`src/rtl/io_timer_mc.sv`:
```
// io_timer_mc: prescaled up-counter with CChNum compare channels, per-channel
// flags and interrupt enables, behind a 16-byte IO register window.
// Channel 0 sets the counting period; an optional one-shot mode stops the
// counter after the first period match.
module io_timer_mc #(
  parameter logic [15:0] CAddrBase = 16'h0000,
  parameter int          CWidth    = 16,
  parameter int          CChNum    = 2
) (
  input  logic        AClkH,
  input  logic        AResetH,
  input  logic        AClkHEn,
  input  logic [15:0] AIoAddr,
  input  logic [63:0] AIoMosi,
  output logic [63:0] AIoMiso,
  input  logic [3:0]  AIoWrSize,
  input  logic [3:0]  AIoRdSize,
  output logic        AIoAddrAck,
  output logic        AIoAddrErr,
  input  logic        ASync1M,
  input  logic        ASync1K,
  output logic        AIrq,
  output logic [7:0]  ATest
);

  // Access size required by the counter-width registers (Cmp, Counter).
  localparam logic [3:0] CSzCnt = (CWidth == 32) ? 4'b0100 : 4'b0010;

  // Architectural state.
  logic [7:0]        ctrl_q, ctrl_d;
  logic [CChNum-1:0] irqen_q, irqen_d;
  logic [CChNum-1:0] flags_q, flags_d;
  logic [7:0]        presc_q, presc_d;
  logic [CWidth-1:0] cmp_q [CChNum];
  logic [CWidth-1:0] cmp_d [CChNum];
  logic [CWidth-1:0] cnt_q, cnt_d;
  logic [7:0]        fpresc_q, fpresc_d;
  logic              irq_q, irq_d;

  // Decode and datapath helpers.
  logic [15:0]       off;
  logic              win;
  logic              mapped;
  logic [3:0]        req_sz;
  logic [3:0]        acc_sz;
  logic              wr_ok, rd_ok;
  logic              wr_ctrl, wr_irqen, wr_flags, wr_presc, wr_cnt;
  logic [CChNum-1:0] wr_cmp;
  logic [1:0]        src;
  logic              tick;
  logic              inc_en;
  logic [CChNum-1:0] match;
  logic              unused_bits;

  assign off    = AIoAddr - CAddrBase;
  assign win    = (off[15:4] == 12'h000);
  assign acc_sz = AIoWrSize | AIoRdSize;
  assign src    = ctrl_q[5:4];

  // Upper write-data bits beyond the counter width are never consumed.
  assign unused_bits = ^AIoMosi[63:CWidth];

  // Address decode: which offsets exist and which access size each one takes.
  always_comb begin
    mapped = 1'b0;
    req_sz = 4'b0001;
    if (win) begin
      case (off[3:0])
        4'h0, 4'h1, 4'h2, 4'h3: mapped = 1'b1;
        4'h8: begin
          mapped = 1'b1;
          req_sz = CSzCnt;
        end
        default: ;
      endcase
      for (int k = 0; k < CChNum; k++) begin
        if (off[3:0] == 4'(4 + k)) begin
          mapped = 1'b1;
          req_sz = CSzCnt;
        end
      end
    end
  end

  assign AIoAddrAck = mapped & (acc_sz != 4'b0000) & (acc_sz == req_sz);
  assign AIoAddrErr = mapped & (acc_sz != 4'b0000) & (acc_sz != req_sz);
  assign wr_ok      = AIoAddrAck & (AIoWrSize != 4'b0000);
  assign rd_ok      = AIoAddrAck & (AIoRdSize != 4'b0000);

  // Per-register write strobes; a mis-sized access never produces one.
  always_comb begin
    wr_ctrl  = wr_ok & (off[3:0] == 4'h0);
    wr_irqen = wr_ok & (off[3:0] == 4'h1);
    wr_flags = wr_ok & (off[3:0] == 4'h2);
    wr_presc = wr_ok & (off[3:0] == 4'h3);
    wr_cnt   = wr_ok & (off[3:0] == 4'h8);
    wr_cmp   = '0;
    for (int k = 0; k < CChNum; k++) begin
      wr_cmp[k] = wr_ok & (off[3:0] == 4'(4 + k));
    end
  end

  // Tick source select, prescaler terminal count and channel matches.
  always_comb begin
    case (src)
      2'b11:   tick = AClkHEn;
      2'b10:   tick = ASync1M;
      2'b01:   tick = ASync1K;
      default: tick = 1'b0;
    endcase
    inc_en = tick & (fpresc_q == presc_q);
    for (int k = 0; k < CChNum; k++) begin
      match[k] = inc_en & (cnt_q == cmp_q[k]);
    end
  end

  // Next-state: counter, prescaler, control, flags and interrupt.
  always_comb begin
    ctrl_d   = ctrl_q;
    irqen_d  = irqen_q;
    presc_d  = presc_q;
    cmp_d    = cmp_q;
    cnt_d    = cnt_q;
    fpresc_d = fpresc_q;

    // A Ctrl write wins over the one-shot stop in the same cycle.
    if (wr_ctrl) begin
      ctrl_d = AIoMosi[7:0];
    end else if (ctrl_q[3] && match[0]) begin
      ctrl_d = ctrl_q & 8'hCF;
    end

    if (wr_irqen) irqen_d = AIoMosi[CChNum-1:0];
    if (wr_presc) presc_d = AIoMosi[7:0];
    for (int k = 0; k < CChNum; k++) begin
      if (wr_cmp[k]) cmp_d[k] = AIoMosi[CWidth-1:0];
    end

    // Source off holds everything at zero; a counter load beats the period
    // reset and the increment.
    if (src == 2'b00) begin
      cnt_d    = '0;
      fpresc_d = '0;
    end else if (wr_cnt) begin
      cnt_d    = AIoMosi[CWidth-1:0];
      fpresc_d = '0;
    end else begin
      if (match[0]) begin
        cnt_d = '0;
      end else begin
        cnt_d = cnt_q + CWidth'(inc_en);
      end
      if (tick) begin
        fpresc_d = inc_en ? 8'h00 : fpresc_q + 8'h01;
      end
    end

    // A match set beats a write-one-to-clear on the same flag.
    flags_d = (flags_q & ~(wr_flags ? AIoMosi[CChNum-1:0] : '0)) | match;
    irq_d   = |(flags_d & irqen_d);
  end

  // State registers with asynchronous reset and clock enable.
  always_ff @(posedge AClkH or posedge AResetH) begin
    if (AResetH) begin
      ctrl_q   <= '0;
      irqen_q  <= '0;
      flags_q  <= '0;
      presc_q  <= '0;
      cnt_q    <= '0;
      fpresc_q <= '0;
      irq_q    <= 1'b0;
      for (int k = 0; k < CChNum; k++) cmp_q[k] <= '0;
    end else if (AClkHEn) begin
      ctrl_q   <= ctrl_d;
      irqen_q  <= irqen_d;
      flags_q  <= flags_d;
      presc_q  <= presc_d;
      cnt_q    <= cnt_d;
      fpresc_q <= fpresc_d;
      irq_q    <= irq_d;
      for (int k = 0; k < CChNum; k++) cmp_q[k] <= cmp_d[k];
    end
  end

  // Read-data mux; zero unless a correctly sized read hits a register.
  always_comb begin
    AIoMiso = '0;
    if (rd_ok) begin
      case (off[3:0])
        4'h0:    AIoMiso = 64'(ctrl_q);
        4'h1:    AIoMiso = 64'(irqen_q);
        4'h2:    AIoMiso = 64'(flags_q);
        4'h3:    AIoMiso = 64'(presc_q);
        4'h8:    AIoMiso = 64'(cnt_q);
        default: ;
      endcase
      for (int k = 0; k < CChNum; k++) begin
        if (off[3:0] == 4'(4 + k)) AIoMiso = 64'(cmp_q[k]);
      end
    end
  end

  assign AIrq  = irq_q;
  assign ATest = {AClkH, (src != 2'b00), inc_en, match[0], flags_q[0],
                  irq_d, irq_q, ctrl_q[3]};

endmodule

```
`config.mk`:
```
export PLATFORM = sky130hd
export DESIGN_NAME = io_timer_mc
export DESIGN_NICKNAME = d
export VERILOG_FILES = /design/src/rtl/io_timer_mc.sv
export SDC_FILE = /design/constraint.sdc
export NUM_CORES = 1
export LEC_CHECK = 0
export CORE_AREA = 2 2 119 121
export DETAILED_ROUTE_END_ITERATION = 7
export DIE_AREA = 0 0 121 123
export PLACE_DENSITY_LB_ADDON = 0.2
export SKIP_LAST_GASP = 1
export SYNTH_ARGS = -nofsm -noshare
export SYNTH_HDL_FRONTEND = slang
export SYNTH_SLANG_ARGS = --single-unit
```
`constraint.sdc`:
```
create_clock -name AClkH -period 3.4 [get_ports AClkH]
set_clock_uncertainty 0.1 [all_clocks]
set_input_delay 0.34 -clock AClkH [delete_from_list [all_inputs] [get_ports AClkH]]
set_output_delay 0.34 -clock AClkH [all_outputs]
set_load 0.01 [all_outputs]
```
==> run_results.csv <==
group,metric,value,unit
sta,timing.final.ws_setup,-51.98,ps
critical_path,cp_max_fo,5,
floorplan,fp.dieW,121,um
grt,grt_use_total,0.2031,
floorplan,die-area,14880,um2
grt,grt_max_degree,78,
synth,yosys_warnings,0,
power,ir_drop,264.4,uV
drt,wl_per_cell,17.82,um
floorplan,io_pins,168,
critical_path,required,2960,ps
outcome,violations,"setup timing",
min_path,hold_class,"in -> async",
final_layout,multi_input_area,3017,um2
critical_path,r2r_start,"ctrl_q[4]",
cts,tritoncts,"yes",
run,cap_viol_max_count,0,
synth,synth_top_family_by_area,"simple AND/OR/NAND/NOR gates",
final_layout,seq_area,1927,um2
placed_design,io_buffers,71,
synth,synth.area.mux_share,0.1396,
drt,ant_nets,0,
final_layout,nFillCells,1293,
cts,holdBufCountCts,0,
placed_design,place.gp.congestion,0.8372,
synth,avgSynthCellArea,9.863,um2
grt,overflow,0,
synth,synth_top_area_frac,0.3624,
critical_path,crit_type,"in -> out",
synth,synthCells,539,
sta,finalHoldViolations,0,
synth,yosys.area_share.simple,0.1614,
placed_design,dpl.hpwl,10620,um
synth,yosysTopAreaCell,"dfrtp_1",
drt,drc,0,
synth,synth_compound_area_frac,0.1292,
final_layout,num_antenna_cells,0,
drt,vias,4325,
critical_path,r2r_slack,370,ps
drt,dr.pass1.iters,5,
grt,grt_pass1_wl,22970,um
critical_path,arrival,3010,ps
drt,drtIter0Drc,390,
floorplan,chipHeight,123,um
grt,grt_pass1_vias,4163,
cts,clk_pin_slew,60,ps
critical_path,reg2reg_to,"cnt_q[14]",
synth,synthArstFlopShare,1.000,
critical_path,reg2regPathDepth,11,
drt,drt-vias-per-instance,5.333,
floorplan,core-area,13610,um2
synth,synthFlopType,"dfrtp_1",
grt,antenna_found_initial,0,
final_layout,drive_gt1_frac,0.1949,
sta,rsz0062_at_grt,"true",
floorplan,num_rows,43,
critical_path,cp-end-kind,"primary output",
sta,period_share,1.015,
sta,min_period,3452,ps
outcome,status,"finished with violations",
synth,ys_seq_elements,77,
sta,fin_hold_ws,189.6,ps
drt,wirelength,14450,um
power,leakage,0.002985,uW
synth,synth_edf_count,0,
final_layout,nets,722,
sta,maxSlewViolCount,0,
synth,syn_area,5316,um2
final_layout,fin_util,0.4868,
floorplan,start_util,0.3906,
sta,setup_viol,1,
sta,clock.fmax,289.7,MHz
synth,synth_area_leaders,"dfrtp_1, xnor2_1, buf_4",
cts,clk_latency,450,ps
synth,ys_types,63,
power,p_per_area,419.0,nW/um2
final_layout,area_growth,24.64,%
synth,synth_seq_area_share,0.3624,
synth,synth_xor_area_frac,0.08731,
synth,synth-adder-area-share,0.007060,
critical_path,start_kind,"input port",
cells in the mapped netlist, types with 3 or more instances:
cell type and n:
mux2_2 11, nand4_1 11, xnor2_1 49, o21ai_0 10, nor2b_1 3, a32oi_1 3
buf_1 3, a221o_1 6, a22oi_1 18, a22o_1 4, dfrtp_1 77, mux2_4 20
o21ai_1 6, and3_1 5, mux2i_1 7, nor3_1 23, a221oi_1 8, o2bb2ai_1 3
nand3_1 12, nor4_1 10, clkbuf_1 23, ha_1 3, buf_2 6, a21oi_1 16
or2_2 4, or4_1 7, mux2_1 22, nand2_1 35, a31oi_1 3, buf_4 54
nor4b_1 4, inv_1 9, nor2_1 20, xor2_1 4
worst max-delay path by stage:
stage / to / slack, ps / startpoint / cells after the start
after CTS: AIoMiso[5] / -60 / AIoAddr[9] / 8
after global routing: AIoMiso[5] / -150 / AIoAddr[9] / 8
after global placement: AIoMiso[4] / -250 / AIoAddr[9] / 8
after detailed placement: AIoMiso[5] / -270 / AIoAddr[9] / 8
final: AIoMiso[5] / -50 / AIoAddr[9] / 8
after floorplan: cnt_q[11] / 470 / AClkHEn / 11
per-layer routing:
metal | track usage | up-vias | share of wire
li1 | - | 2018 | -
met1 | 0.2671 | 2160 | 0.45
met2 | 0.3265 | 127 | 0.48
met3 | 0.04474 | 20 | 0.052
met4 | 0.07994 | 0 | 0.020
met5 | 0 | - | 0
where the power goes:
group / leakage [uW] / switching [uW] / internal [uW]
Sequential: 0.00105 / 73.3 / 960
Combinational: 0.00174 / 288 / 248
Clock: 0.000194 / 406 / 802
Total: 0.00299 / 767 / 2010
cell type report:
cell class / count / share of cell area
Tap cell: 180 / 0.03399
Clock buffer: 18 / 0.05419
Clock inverter: 2 / 0.005853
Sequential cell: 77 / 0.2908
Multi-Input combinational cell: 410 / 0.4552
Inverter: 11 / 0.006609
Timing Repair Buffer: 113 / 0.1533
placed cells by master (no fill, tap or decap), types with 5 or more instances in the layout:
| cell | count |
|---|---|
| nor4_1 | 10 |
| o21ai_0 | 10 |
| dlygate4sd2_1 | 9 |
| or4_1 | 5 |
| mux2i_1 | 7 |
| nor3_1 | 21 |
| a221o_1 | 6 |
| and3_1 | 5 |
| nand4_1 | 11 |
| xnor2_1 | 49 |
| dfrtp_1 | 77 |
| mux2_2 | 11 |
| mux2_1 | 22 |
| a22oi_1 | 18 |
| mux2_4 | 20 |
| nand2_1 | 35 |
| clkbuf_16 | 12 |
| o21ai_1 | 6 |
| clkdlybuf4s50_1 | 55 |
| a221oi_1 | 8 |
| buf_4 | 42 |
| nor2_1 | 20 |
| a21oi_1 | 16 |
| inv_1 | 8 |
| nand3_1 | 12 |
| conb_1 | 48 |
registers in the layout, indices dropped and copies added, names as in the netlist:
name	count
ctrl_q	8
AIrq	1
flags_q	2
cnt_q	16
cmp_q	32
presc_q	8
fpresc_q	8
irqen_q	2
kinds of logic (layout without fill, tap and decap cells):
| group | count (synthesis) | count (layout) |
|---|---|---|
| compound gates | 95 | 95 |
| other cells | 1 | 48 |
| simple gates | 151 | 151 |
| buf+inv | 99 | 144 |
| mux | 60 | 60 |
| flops | 77 | 77 |
| xor+xnor | 53 | 53 |
| fa+ha+maj | 3 | 3 |
repair_timing:
action / in CTS / in global routing
setup buffers: 1 / 2
setup endpoints to repair: 17 / 10
resized for setup: 17 / 18
pin swaps: 0 / 1
critical path: stages:
cell	delay [ps]
clkdlybuf4s50_1	400
or4_4	560
nor3_4	220
nand3_2	110
or3_4	460
nor3_2	260
buf_4	140
clkdlybuf4s50_1	520
stage by stage:
| stage | power (uW) | instance area [um2] | setup TNS, ps | std cells | setup slack, ps |
|---|---|---|---|---|---|
| floorplan | 1415 | 5493 | 0 | 586 | 471.6 |
| global placement | 1602 | 6192 | -2606 | 789 | -245.0 |
| detailed placement | 1607 | 6192 | -3185 | 789 | -268.8 |
| CTS | 2797 | 6593 | -112.3 | 809 | -63.41 |
| global route | 2906 | 6626 | -173.4 | 811 | -153.2 |
| finish | 2777 | 6626 | -51.98 | 811 | -51.98 |
Note: power is estimated with default switching activity, not from simulation.
